[config.mk]
export PLATFORM = sky130hd
export DESIGN_NAME = fsqrt_drain_3_3_flat
export DESIGN_NICKNAME = d
export VERILOG_FILES = /design/src/rtl/fsqrt_fmt_pkg.sv /design/src/rtl/fsqrt_drain_3_3_if.sv /design/src/rtl/fsqrt_drain_fifo.sv /design/src/rtl/fsqrt_drain_3_3.sv /design/src/flat_wrapper.sv
export SDC_FILE = /design/constraint.sdc
export NUM_CORES = 1
export LEC_CHECK = 0
export ABC_AREA = 1
export CORE_MARGIN = 2
export CORE_UTILIZATION = 30
export DETAILED_ROUTE_END_ITERATION = 8
export GPL_ROUTABILITY_DRIVEN = 0
export GPL_TIMING_DRIVEN = 0
export MAX_ROUTING_LAYER = met4
export PLACE_DENSITY_LB_ADDON = 0.08
export SYNTH_ARGS = -nofsm -noshare
export SYNTH_HDL_FRONTEND = slang
export SYNTH_HIERARCHICAL = 1
export SYNTH_SLANG_ARGS = --single-unit
[constraint.sdc]
create_clock -name clk -period 3.4 [get_ports clk]
set_input_delay 0.85 -clock clk [delete_from_list [all_inputs] [get_ports clk]]
set_output_delay 0.85 -clock clk [all_outputs]
set_load 0.01 [all_outputs]
[src/rtl/fsqrt_fmt_pkg.sv]
// ============================================================================
// Module  : fsqrt_fmt_pkg
// Purpose : Formats and constants for the (wE=3, wF=3) fsqrt result drain.
// Revision: 1.0
// ============================================================================
`default_nettype none

package fsqrt_fmt_pkg;

  localparam int WE   = 3;
  localparam int WF   = 3;
  localparam int BIAS = 3;

  localparam logic [1:0] EXN_ZERO = 2'b00;
  localparam logic [1:0] EXN_NORM = 2'b01;
  localparam logic [1:0] EXN_INF  = 2'b10;
  localparam logic [1:0] EXN_NAN  = 2'b11;

  // All-ones biased exponent: infinity in the output format.
  localparam logic [WE-1:0] EXP_MAX = WE'(2 * BIAS + 1);

  typedef struct packed {
    logic [1:0]    exn;
    logic          sign;
    logic [WE-1:0] exp;
    logic [WF-1:0] frac;
  } flopoco_t;

  typedef struct packed {
    logic          sign;
    logic [WE-1:0] exp;
    logic [WF-1:0] frac;
  } ieee_t;

  typedef struct packed {
    logic invalid;
    logic overflow;
    logic underflow;
  } flags_t;

  localparam ieee_t CANON_NAN = '{sign: 1'b0, exp: 3'b111, frac: 3'b100};

  localparam int OUT_W = $bits(flags_t) + $bits(ieee_t);

endpackage

`default_nettype wire

[src/rtl/fsqrt_drain_3_3_if.sv]
// ============================================================================
// Module  : fsqrt_drain_3_3_if
// Purpose : Core-result input and valid/ready output bundle of the drain.
// Revision: 1.0
// ============================================================================
`default_nettype none

interface fsqrt_drain_3_3_if;
  logic       x_valid;
  logic       issue_ok;
  logic [8:0] r;
  logic       out_valid;
  logic       out_ready;
  logic [6:0] out_data;
  logic [2:0] out_flags;

  modport master (
    output x_valid, r, out_ready,
    input  issue_ok, out_valid, out_data, out_flags
  );

  modport slave (
    input  x_valid, r, out_ready,
    output issue_ok, out_valid, out_data, out_flags
  );
endinterface

`default_nettype wire

[src/rtl/fsqrt_drain_fifo.sv]
// ============================================================================
// Module  : fsqrt_drain_fifo
// Purpose : Generic show-ahead synchronous FIFO with occupancy count.
// Revision: 1.0
// ============================================================================
`default_nettype none

module fsqrt_drain_fifo #(
  parameter int WIDTH = 10,
  parameter int DEPTH = 4,
  localparam int AW   = $clog2(DEPTH)
) (
  input  wire logic             clk,
  input  wire logic             rst,
  input  wire logic             push,
  input  wire logic [WIDTH-1:0] din,
  input  wire logic             pop,
  output logic [WIDTH-1:0]      dout,
  output logic                  valid,
  output logic [AW:0]           count
);

  logic [WIDTH-1:0] r_mem [DEPTH];
  logic [AW-1:0]    r_wr_ptr;
  logic [AW-1:0]    r_rd_ptr;
  logic [AW:0]      r_count;
  logic             w_empty;
  logic             w_full;
  logic             w_do_push;
  logic             w_do_pop;

  assign w_empty   = (r_count == '0);
  assign w_full    = (r_count == (AW+1)'(DEPTH));
  assign w_do_pop  = pop & ~w_empty;
  assign w_do_push = push & (~w_full | w_do_pop);

  always_ff @(posedge clk) begin
    if (w_do_push) r_mem[r_wr_ptr] <= din;
  end

  always_ff @(posedge clk) begin
    if (rst) begin
      r_wr_ptr <= '0;
      r_rd_ptr <= '0;
      r_count  <= '0;
    end else begin
      if (w_do_push) r_wr_ptr <= r_wr_ptr + AW'(1);
      if (w_do_pop)  r_rd_ptr <= r_rd_ptr + AW'(1);
      if (w_do_push && !w_do_pop)      r_count <= r_count + (AW+1)'(1);
      else if (!w_do_push && w_do_pop) r_count <= r_count - (AW+1)'(1);
    end
  end

  // Head is forced to zero when empty so the outputs are clean after reset.
  assign dout  = w_empty ? '0 : r_mem[r_rd_ptr];
  assign valid = ~w_empty;
  assign count = r_count;

endmodule

`default_nettype wire

[src/rtl/fsqrt_drain_3_3.sv]
// ============================================================================
// Module  : fsqrt_drain_3_3
// Purpose : Tracks fsqrt core issues, converts results to IEEE-style words,
//           buffers them with credit-based flow control.
//           Optional statistics enabled by FSQRT_DRAIN_STATS_EN.
// Revision: 1.0
// ============================================================================
`default_nettype none

module fsqrt_drain_3_3
  import fsqrt_fmt_pkg::*;
#(
  parameter int CORE_LAT = 1,
  parameter int DEPTH    = 4
`ifdef FSQRT_DRAIN_STATS_EN
  , parameter int CNT_W  = 16
`endif
) (
  input  wire logic         clk,
  input  wire logic         rst,
  fsqrt_drain_3_3_if.slave  bus
`ifdef FSQRT_DRAIN_STATS_EN
  , output logic [CNT_W-1:0] nan_cnt
  , output logic [CNT_W-1:0] ovf_cnt
  , output logic             drop_err
`endif
);

  localparam int CW = $clog2(DEPTH) + 1;

  logic [CORE_LAT-1:0] r_vld_dly;
  logic                r_cnv_valid;
  ieee_t               r_cnv_data;
  flags_t              r_cnv_flags;

  flopoco_t            w_r;
  ieee_t               w_cnv_data;
  flags_t              w_cnv_flags;
  logic                w_rnd;
  logic [5:0]          w_sub;
  logic                w_tap;
  logic                w_issue;
  logic                w_issue_ok;
  logic [31:0]         w_inflight;
  logic [CW-1:0]       w_fifo_count;
  logic                w_fifo_valid;
  logic [OUT_W-1:0]    w_fifo_dout;
  logic                w_pop;

  assign w_r     = flopoco_t'(bus.r);
  assign w_tap   = r_vld_dly[CORE_LAT-1];
  assign w_issue = bus.x_valid & w_issue_ok;

  always_ff @(posedge clk) begin
    if (rst) r_vld_dly <= '0;
    else     r_vld_dly <= (r_vld_dly << 1) | CORE_LAT'(w_issue);
  end

  // Subnormal: hidden one plus two fraction bits, f0 is the guard bit.
  assign w_rnd = w_r.frac[0] & w_r.frac[1];
  assign w_sub = {3'b000, 1'b1, w_r.frac[2:1]} + 6'(w_rnd);

  always_comb begin
    w_cnv_data  = '0;
    w_cnv_flags = '0;
    case (w_r.exn)
      EXN_ZERO: w_cnv_data = '{sign: w_r.sign, exp: '0, frac: '0};
      EXN_INF:  w_cnv_data = '{sign: w_r.sign, exp: EXP_MAX, frac: '0};
      EXN_NAN: begin
        w_cnv_data          = CANON_NAN;
        w_cnv_flags.invalid = 1'b1;
      end
      EXN_NORM: begin
        if (w_r.exp == EXP_MAX) begin
          w_cnv_data           = '{sign: w_r.sign, exp: EXP_MAX, frac: '0};
          w_cnv_flags.overflow = 1'b1;
        end else if (w_r.exp == '0) begin
          w_cnv_data            = ieee_t'({w_r.sign, w_sub});
          w_cnv_flags.underflow = w_r.frac[0];
        end else begin
          w_cnv_data = '{sign: w_r.sign, exp: w_r.exp, frac: w_r.frac};
        end
      end
      default: ;
    endcase
  end

  always_ff @(posedge clk) begin
    if (rst) begin
      r_cnv_valid <= 1'b0;
      r_cnv_data  <= '0;
      r_cnv_flags <= '0;
    end else begin
      r_cnv_valid <= w_tap;
      r_cnv_data  <= w_cnv_data;
      r_cnv_flags <= w_cnv_flags;
    end
  end

  // Credits ignore a same-cycle pop, so the FIFO can never overflow.
  always_comb begin
    w_inflight = 32'(r_cnv_valid);
    for (int i = 0; i < CORE_LAT; i++) w_inflight = w_inflight + 32'(r_vld_dly[i]);
  end

  assign w_issue_ok = (32'(w_fifo_count) + w_inflight) < 32'(DEPTH);
  assign w_pop      = w_fifo_valid & bus.out_ready;

  fsqrt_drain_fifo #(
    .WIDTH (OUT_W),
    .DEPTH (DEPTH)
  ) u_fifo (
    .clk   (clk),
    .rst   (rst),
    .push  (r_cnv_valid),
    .din   ({r_cnv_flags, r_cnv_data}),
    .pop   (w_pop),
    .dout  (w_fifo_dout),
    .valid (w_fifo_valid),
    .count (w_fifo_count)
  );

  assign bus.issue_ok  = w_issue_ok;
  assign bus.out_valid = w_fifo_valid;
  assign bus.out_flags = w_fifo_dout[OUT_W-1 -: 3];
  assign bus.out_data  = w_fifo_dout[6:0];

`ifdef FSQRT_DRAIN_STATS_EN
  logic [CNT_W-1:0] r_nan_cnt;
  logic [CNT_W-1:0] r_ovf_cnt;
  logic             r_drop_err;

  always_ff @(posedge clk) begin
    if (rst) begin
      r_nan_cnt  <= '0;
      r_ovf_cnt  <= '0;
      r_drop_err <= 1'b0;
    end else begin
      if (r_cnv_valid && r_cnv_flags.invalid && r_nan_cnt != '1)
        r_nan_cnt <= r_nan_cnt + CNT_W'(1);
      if (r_cnv_valid && r_cnv_flags.overflow && r_ovf_cnt != '1)
        r_ovf_cnt <= r_ovf_cnt + CNT_W'(1);
      if (bus.x_valid && !w_issue_ok)
        r_drop_err <= 1'b1;
    end
  end

  assign nan_cnt  = r_nan_cnt;
  assign ovf_cnt  = r_ovf_cnt;
  assign drop_err = r_drop_err;
`endif

endmodule

`default_nettype wire

[src/flat_wrapper.sv]
// flat-port wrapper written by rule: the top's interface ports become plain ports
module fsqrt_drain_3_3_flat import fsqrt_fmt_pkg::*;
#(
  parameter int CORE_LAT = 1,
  parameter int DEPTH    = 4

)
  (clk, rst, bus_x_valid, bus_r, bus_out_ready, bus_issue_ok, bus_out_valid, bus_out_data, bus_out_flags);
  fsqrt_drain_3_3_if bus_i ();
  input  wire logic clk;
  input  wire logic rst;
  input wire logic [$bits(bus_i.x_valid)-1:0] bus_x_valid;
  input wire logic [$bits(bus_i.r)-1:0] bus_r;
  input wire logic [$bits(bus_i.out_ready)-1:0] bus_out_ready;
  output wire logic [$bits(bus_i.issue_ok)-1:0] bus_issue_ok;
  output wire logic [$bits(bus_i.out_valid)-1:0] bus_out_valid;
  output wire logic [$bits(bus_i.out_data)-1:0] bus_out_data;
  output wire logic [$bits(bus_i.out_flags)-1:0] bus_out_flags;
  assign bus_i.x_valid = bus_x_valid;
  assign bus_i.r = bus_r;
  assign bus_i.out_ready = bus_out_ready;
  assign bus_issue_ok = bus_i.issue_ok;
  assign bus_out_valid = bus_i.out_valid;
  assign bus_out_data = bus_i.out_data;
  assign bus_out_flags = bus_i.out_flags;
  fsqrt_drain_3_3 #(.CORE_LAT(CORE_LAT), .DEPTH(DEPTH)) u_core (.clk(clk), .rst(rst), .bus(bus_i));
endmodule
* Word level (Yosys, flattened, before mapping) *
Memories as Yosys holds them, arrays and structs flattened. A register that Yosys moved wholly into a read port is not among the register bits.
Cells that the tools add are included.

cells by class
  add/sub/neg operators = 7
  multiplexer cells = 12
  bitwise logic cells = 10
  reductions and logical operators = 10
  magnitude comparators = 1
  equality and inequality tests = 5

operators by type and width
  cell                                                          number
  adder 3 x 32 -> 32 bit                                        1
  less-than comparator 32 x 3 -> 1 bit (second input constant)  1
  one-hot mux 7 bit (4 select lines)                            1
  two-way mux 6 bit                                             2
  two-way mux 10 bit                                            1
  equality test 3 bit (second input constant)                   2
  logical NOT 3 bit                                             2
  two-way mux 3 bit                                             2
  AND 1 bit                                                     5
  adder 2 x 1 -> 2 bit (second input constant)                  2
  adder 3 x 1 -> 4 bit                                          1
  equality test 2 bit (second input constant)                   2
  two-way mux 1 bit                                             4
  two-way mux 2 bit                                             2
  NOT 1 bit                                                     4
  OR reduction 4 bit                                            1
  adder 3 x 1 -> 3 bit (second input constant)                  1
  subtractor 3 x 1 -> 3 bit (second input constant)             1
  adder 1 x 1 -> 2 bit                                          1
  equality test 2 x 1 -> 1 bit (second input constant)          1
  logical AND 1 bit                                             2
  logical NOT 1 bit                                             2
  logical NOT 2 bit                                             1
  nonzero test 2 bit                                            1
  2 further kinds                                               2

storage, ports and cells
  RAM bits = 40
  memories kept = 1
  input bits = 13
  output and inout bits = 12
  logic and storage cells = 57
  register bits after elaboration = 19

memory list
  name                 words  width  rd ports  clocked after memory_dff  write ports  line                    text
  u_core.u_fifo.r_mem  4      10     1         1                         1            fsqrt_drain_fifo.sv:23  logic [WIDTH-1:0] r_mem [DEPTH];

* Logic depth before layout (Yosys ltp) *
Gate-level depths: netlist (run 1).

  depth after elaboration = 10
  gate-level depth with buffers = 17
  gate-level depth less buffers = 17

* Hierarchy *
Netlist (run 1), hierarchy kept.

modules (own cells, without submodules)
  module            seq. area each (µm²)  area an instance (µm²)  times used  cells an instance
  fsqrt_drain_fifo  1381.3                2063.2                  1           188
  fsqrt_drain_3_3   240.2                 513.0                   1           71

* Worst setup path after synthesis (run 1) *
No wires, ideal clock.

  path type = input-to-reg
  from = input bus_out_ready
  to = register u_core.u_fifo.r_count[1], in the netlist u_core/u_fifo/count[1]
  stages = 11
  arrival = 2.195 ns
  setup time = 0.116 ns
  path slack = 1.090 ns
  path buffers = 0
  data required time = 3.284 ns
  path through = nand2_1 -> inv_1 -> nor2_1 -> nand2_1 -> nand2_1 -> inv_1 -> ha_1 -> inv_1 -> fa_1 -> o21ai_0 -> nor2_1

between the ends
  cells in the longest elaborated chain, start to end = 7
  elaborated cells on any way between the ends = 10
  classes of those cells = 1 x mux; 4 x bitwise; 5 x reduce/logical

ends and longest elaborated chain
  item                               line                    text
  from (decl)                        flat_wrapper.sv:14      input wire logic [$bits(bus_i.out_ready)-1:0] bus_out_ready;
  AND 1 bit (*)                      fsqrt_drain_3_3.sv:107  assign w_pop = w_fifo_valid & bus.out_ready;
  named net u_core.w_pop             fsqrt_drain_3_3.sv:48   logic w_pop;
  AND 1 bit (*)                      fsqrt_drain_fifo.sv:34  assign w_do_pop = pop & ~w_empty;
  bitwise OR 1 bit (*)               fsqrt_drain_fifo.sv:35  assign w_do_push = push & (~w_full | w_do_pop);
  AND 1 bit (*)                      fsqrt_drain_fifo.sv:35
  named net u_core.u_fifo.w_do_push  fsqrt_drain_fifo.sv:29  logic w_do_push;
  logical NOT 1 bit                  fsqrt_drain_fifo.sv:50  else if (!w_do_push && w_do_pop) r_count <= r_count - (AW+1)'(1);
  logical AND 1 bit                  fsqrt_drain_fifo.sv:50
  nonzero test 2 bit (no line)       n/a
  to (signal assigned)               fsqrt_drain_fifo.sv:49  if (w_do_push && !w_do_pop) r_count <= r_count + (AW+1)'(1);
  to (signal assigned)               fsqrt_drain_fifo.sv:50
  to (decl)                          fsqrt_drain_fifo.sv:26  logic [AW:0] r_count;

Mark *: on every way through the listed nets, which the timed path passes. The rest lies on a longest branch.
A chain may end at the register's enable or synchronous reset.

* Worst setup path after layout (run 1) *
  from = register u_core.u_fifo.r_count[1], in the netlist u_core/u_fifo/count[1]
  to = output bus_out_data[3]

between the ends
  cells in the longest elaborated chain, start to end = 2

ends and longest elaborated chain
  item                line                    text
  logical NOT 3 bit   fsqrt_drain_fifo.sv:32  assign w_empty = (r_count == '0);
  two-way mux 10 bit  fsqrt_drain_fifo.sv:55  assign dout = w_empty ? '0 : r_mem[r_rd_ptr];
  to (decl)           flat_wrapper.sv:17      output wire logic [$bits(bus_i.out_data)-1:0] bus_out_data;

Every way passes these cells.

==> results.txt, run 1 <==
The share of post-route cells with drive strength above 1 came out at 10.4%. The number of buffers inserted by hold repair at cts came out at 0. The starting utilization of the core area is 31.2%.

The via count of the first global-routing pass came out at 1558. The largest fanout on the critical path is 10. The tightest min-delay check is of the register to register type.

The biggest area contributor in the post-synthesis netlist is edfxtp_1. In the post-synthesis netlist, the biggest area contributors are edfxtp_1 (47%), dfxtp_1 (16%), nor2_1 (8.2%). Dividing the detail-routed via count by the number of cells gives ~4.2. Once placement completed, the tool counted placed cells totaling 388. The average instance in the mapped netlist occupies 9.95 um2. After clock tree synthesis, the clock-pin slew on the worst setup and hold paths is around 60 ps.

The worst-case vdd ir drop came out at 0.172 mV. The cell area after synthesis is 2580 um2. Data arrives at the worst endpoint at 1880 ps. The post-CTS setup buffer count came out at 0. The die extent in y came out at 96.7 um.

The library cell used most frequently in the layout, excluding fill and tap cells, is nor2_1. The count of cells along the worst register-to-register path is 8. The final standard cell area without fillers came out at around 3100 um2. The largest net degree at the start of global routing came out at 13. The number of cells produced by synthesis is 259. The reported leakage power came out at 1.22 nW. The number of synthesized register bits came out at between 60 and 70. The setup check on the worst reg-to-reg path leaves a slack of 1050 ps.

The data required time at the worst endpoint is 2550 ps. The residual antenna-violating net count after detailed routing came out at 0. Dividing total power by cell area gives a power density of 596 nW/um2. The setup clock skew after layout came out at 4.73 ps.

The element type at the critical path end is an output pin. The transition time at the pin with the least slew margin is just over 1000 ps. The total power draw came out at 0.00187 W. The floorplan die width is 96.7 um. The detailed router finished its first iteration with between 70 and 80 violations. Setup violations remaining at the end of the flow were counted as 0.

The clock latency on the worst-skew pair is 330 ps. The final routed DRC violation total is 0. The total global routing overflow came out at 0. The global routing usage summed across all routing layers is roughly 12%. The cell area reported after detailed placement came out at 2950 um2. Across the run, the number of max-cap violations was 0.

The destination of the worst register-to-register timing path is u_core/u_fifo/r_mem[1][0]. The first global-routing pass estimated approximately 8000 um of wire. The total number of H-tree levels came out at 3. The clock buffer count from CTS came out at 9. The final critical path time including I/O delays and setup came out at 2730 ps. Setup repair after global routing left no endpoint under its margin. The number of nets in the finished design came out at approximately 320. After synthesis, flip-flops and latches occupy a little over three fifths of the total area. The routed design has 4950 um of wire.

The count of cell types in the netlist is 21. The initial antenna violation count was 0. The number of cell rows came out at 33.

The startpoint identified for the worst hold timing path is u_core/r_vld_dly. Counting along the longest clock path gives a buffer depth of 2. The ratio of final minimum period to clock period is 80.3%.

The synthesized design devotes to its leading area cell type 46.6% of total area. Post-CTS repair changed the size of 0 cells. The classification of the worst setup path is register to output pin. TritonCTS built the clock tree. The total count of hold-check failures in the final report came out at 0. The total nets after synthesis came out at between 200 and 300. The number of iterations in the first detailed-routing pass came out at 4. The summed negative setup slack over all endpoints came out at 0 ps. In this run the critical register-to-register path is launched from u_core/u_fifo/count[1]. The path with the worst hold slack has its endpoint at u_core/r_cnv_valid.

Once layout is complete, the cells apart from fillers number 404. The count of buffers added on input and output ports is 24. The run finished with clean final reports. For this block, the via count after detailed routing is 1702.

The standard cell core area is 8260 um2. The layout overhead on the synthesized area came out at 22.1%. The cell chosen for the clock root is clkbuf_8.

The half-perimeter wire length after placement is 3410 um. Counting instances, the worst hold path has a depth of 2. The final max-slew violation count came to 0. The worst pin sits at a relative slew slack of 32.0%.

The worst setup path is launched from a register. The peak clock frequency supported by timing is 366 MHz. The routed length per placed instance came out at 12.3 um. The die outline area came out at 9350 um2. The number of clock sinks is 61. The number of top-level pins is 25. The core occupancy in the finished layout came out at 38.1%.

The number of inserted diodes came out at 0. The number of synthesis warnings came out at 6. In the layout the commonest cells are nor2_1 (56), edfxtp_1 (40), nand2_1 (37).
## how the worst max path moves through the flow
stage	start	to	slack, ps	cells after the start
after global placement	bus_out_ready	u_core/u_fifo/r_mem[1][7]	330	7
after global routing	register	bus_out_data[3]	510	6
final	u_core/u_fifo/count[1]	bus_out_data[3]	670	5
after floorplan	bus_out_ready	u_core/u_fifo/count[1]	1090	11
after CTS	u_core/u_fifo/count[1]	bus_out_data[3]	560	5
after detailed placement	bus_out_ready	u_core/u_fifo/r_mem[1][7]	310	7
## synth_stat cells
library cell	n
nor2_2	4
nand2_1	37
nor2_4	1
buf_6	4
nand2_2	2
edfxtp_1	40
o21ai_1	19
inv_2	2
ha_1	7
dfxtp_1	21
inv_1	30
buf_4	1
nor3b_1	1
xor2_1	1
nor2_1	56
nand3_1	11
o21ai_0	2
nor3_1	1
fa_1	1
nand3_2	1
a21oi_1	17
## sequential cells by signal, summed over array words and instances (netlist names), named ones only
name	count
u_core/u_fifo/r_mem	40
u_core/r_cnv_flags	3
u_core/u_fifo/r_wr_ptr	2
u_core/r_cnv_valid	1
u_core/r_cnv_data	7
u_core/u_fifo/count	3
u_core/u_fifo/r_rd_ptr	2
u_core/r_vld_dly	1
## final cells by class
class,count,area (um2)
plain buffers,5,52.6
clock buffers,9,124
clock inverters,7,75.1
fillers,850,5110
inverters,32,120
multi-input cells,161,782
flip-flops and latches,61,1620
well taps,105,131
repair buffers,24,240
## kinds of logic (layout without fill, tap and decap cells)
group	count (synthesis)	count (layout)	share of synthesized area, %
adder cells (fa/ha/maj)	8	8	4.18
buffers and inverters	37	77	6.70
AND/OR/NAND/NOR	114	114	18.5
AO/OA/AOI/OAI	38	38	7.38
flip-flops	61	61	62.9
XOR/XNOR	1	1	0.340
## routing by layer
layer	vias up	routed length [um]	global-route usage (%)
li1	919	-	-
met1	753	2380	13.9
met2	26	2350	17.8
met3	4	156	2.82
met4	0	65	6.50
met5	-	0	-
## critical path: stages, from the launching register on
cell,delay (ps)
dfxtp_1,440
nor2_2,80
nand2_2,130
inv_2,140
a21oi_1,200
clkdlybuf4s50_1,570
## metrics by stage
step                      worst slack (ps)  hold WS (ps)
after CTS                              564           425
final                                  669           422
after floorplan                       1090           403
after global placement                 335           411
after detailed placement               310           412
after global routing                   508           456
## power by group
part           leakage, nW  switching [W]  internal (W)
combinational        0.582       0.000218      0.000180
sequential           0.550      0.0000294      0.000822
clock               0.0918       0.000285      0.000340
total                 1.22       0.000532       0.00134
Note: power is estimated with default switching activity, not from simulation.
==> inputs of run 2 (changes only) <==
Clock period 3.4 ns to 2.8 ns, I/O delays scaled along.
==> results of run 2 <==
The final DEF is identical to that of run 1. Status: complete, no violations.
Among the figures that moved: setup slack after placement 310 ps -> -140 ps; setup slack after layout 669 ps -> 219 ps; register-to-register setup slack 1050 ps -> 450 ps; total power 0.00187 W -> 0.00228 W; worst IR drop on VDD 0.172 mV -> 0.209 mV
==> edit, RTL diff (settings of run 2) <==
`DEPTH` is set to 4 in 3 places; all go to 8.
--- a/src/rtl/fsqrt_drain_fifo.sv
+++ b/src/rtl/fsqrt_drain_fifo.sv
@@ -7,7 +7,7 @@
 
 module fsqrt_drain_fifo #(
   parameter int WIDTH = 10,
-  parameter int DEPTH = 4,
+  parameter int DEPTH = 8,
   localparam int AW   = $clog2(DEPTH)
 ) (
   input  wire logic             clk,
--- a/src/rtl/fsqrt_drain_3_3.sv
+++ b/src/rtl/fsqrt_drain_3_3.sv
@@ -11,7 +11,7 @@
   import fsqrt_fmt_pkg::*;
 #(
   parameter int CORE_LAT = 1,
-  parameter int DEPTH    = 4
+  parameter int DEPTH    = 8
 `ifdef FSQRT_DRAIN_STATS_EN
   , parameter int CNT_W  = 16
 `endif
--- a/src/flat_wrapper.sv
+++ b/src/flat_wrapper.sv
@@ -2,7 +2,7 @@
 module fsqrt_drain_3_3_flat import fsqrt_fmt_pkg::*;
 #(
   parameter int CORE_LAT = 1,
-  parameter int DEPTH    = 4
+  parameter int DEPTH    = 8
 
 )
   (clk, rst, bus_x_valid, bus_r, bus_out_ready, bus_issue_ok, bus_out_valid, bus_out_data, bus_out_flags);
Check against the original RTL: not equivalent (a bounded check fails within 10 cycles, from zero or initial values and one cycle with rst high).
==> edit against run 2 <==
  * Via count increased by 81%
  * Sequential cell count increased by 44
  * Register-to-register slack got worse by 270 ps
  * Routed wire length increased by 120%
  * Synthesized area increased by 80%
  * Final area increased by 74%
  * Maximum frequency decreased by 1.3%
  * Total power increased by 100%
  * Setup slack got worse by 35 ps
  * Combinational power increased to 3.1 times the old value
==> edit: results (changes against run 2) <==
CP delay by family, top simple AND/OR/NAND/NOR gates; hold slack final 420 ps (-2.46 ps); Largest stage delay, worst path 830 ps (+260 ps); via count 3080 (+81%); Worst Setup SP u_core/u_fifo/count[2]$_SDFFE_PP0P_; EDFF count, synth 80 (+100%); CP endpoint u_core/u_fifo/r_mem[5][9]$_DFFE_PP_; end of the worst register-to-register path u_core/u_fifo/r_mem[5][9]$_DFFE_PP_; initial drt markers 207 (+170%); top post-synthesis cells by area edfxtp_1 (52%), nand2_1 (15%), dfxtp_1 (11%); Commonest cells post-synth nand2_1 (186), edfxtp_1 (80), inv_1 (69), nand3_1 (43), nor2_1 (41); dpl cells 710 (+83%); Mapped Area 4650 sq um (+80%); Final nets 554 (+76%); vias in the first global route 3030 (+94%); Seq cells 105 (+72%); Peak VDD IR 391 uV (+87%); Final HPWL DP 7.44 mm (+120%); first-pass GRT wire length 16.9 mm (+110%); fraction of area in multi-input gates 25.4% (+0.58 points); sequential fraction of the synthesis area 62.4% (-0.51 points); Synth Area in Compound Gates 0.969% (-6.4 points); cell-internal power 3.06 mW (+88%); post_cts resized 6 (+6); r2r setup slk 180 ps (-270 ps); outcome finished clean; Leakage Power 2.48 nW (+100%); Yosys cell types 24 (+14%); Largest register FFs 80 (+100%); Max transition margin 33.0% (+0.99 points); r2r worst-path depth 9 (+1); Syn Area/Cell 9.34 sq um (-6.1%); Layout Skew 11.3 ps (+6.56 ps); placed cell areas 5120 sq um (+74%); WP data arrival 2590 ps (+710 ps); pre-CTS setup slack -210 ps (-70.0 ps)
-- edit: cell count changes after synthesis, moves of 3 or more --
cell,before,now
o21ai_1,19,0
nand3_1,11,43
edfxtp_1,40,80
inv_1,30,69
nor2_1,56,41
buf_2,0,6
a21oi_1,17,7
nand3_2,1,4
dfxtp_1,21,25
clkbuf_1,0,4
nand2_1,37,186
-- edit: layer usage --
metal	part of all wire [%]	GRT usage, %	vias to the layer above
li1	-	-	1633
met1	50	18.9	1397
met2	46	22.0	41
met3	3.4	3.99	9
met4	1.2	4.03	0
met5	0	-	-
-- edit: logic make-up after synthesis --
kind of cell	Yosys count
adders and majority gates	8
buffers and inverters	86
and+or+nand+nor	287
xor gates and xnor gates	3
AOI/OAI and AO/OA	9
DFF	105
-- edit: worst min-delay path: cells and delay by family (launching register included) --
kind / cells / cell delay [ps]
buffers and inverters: 1 / 50
AND/OR/NAND/NOR: 1 / 30
flip-flops: 1 / 320
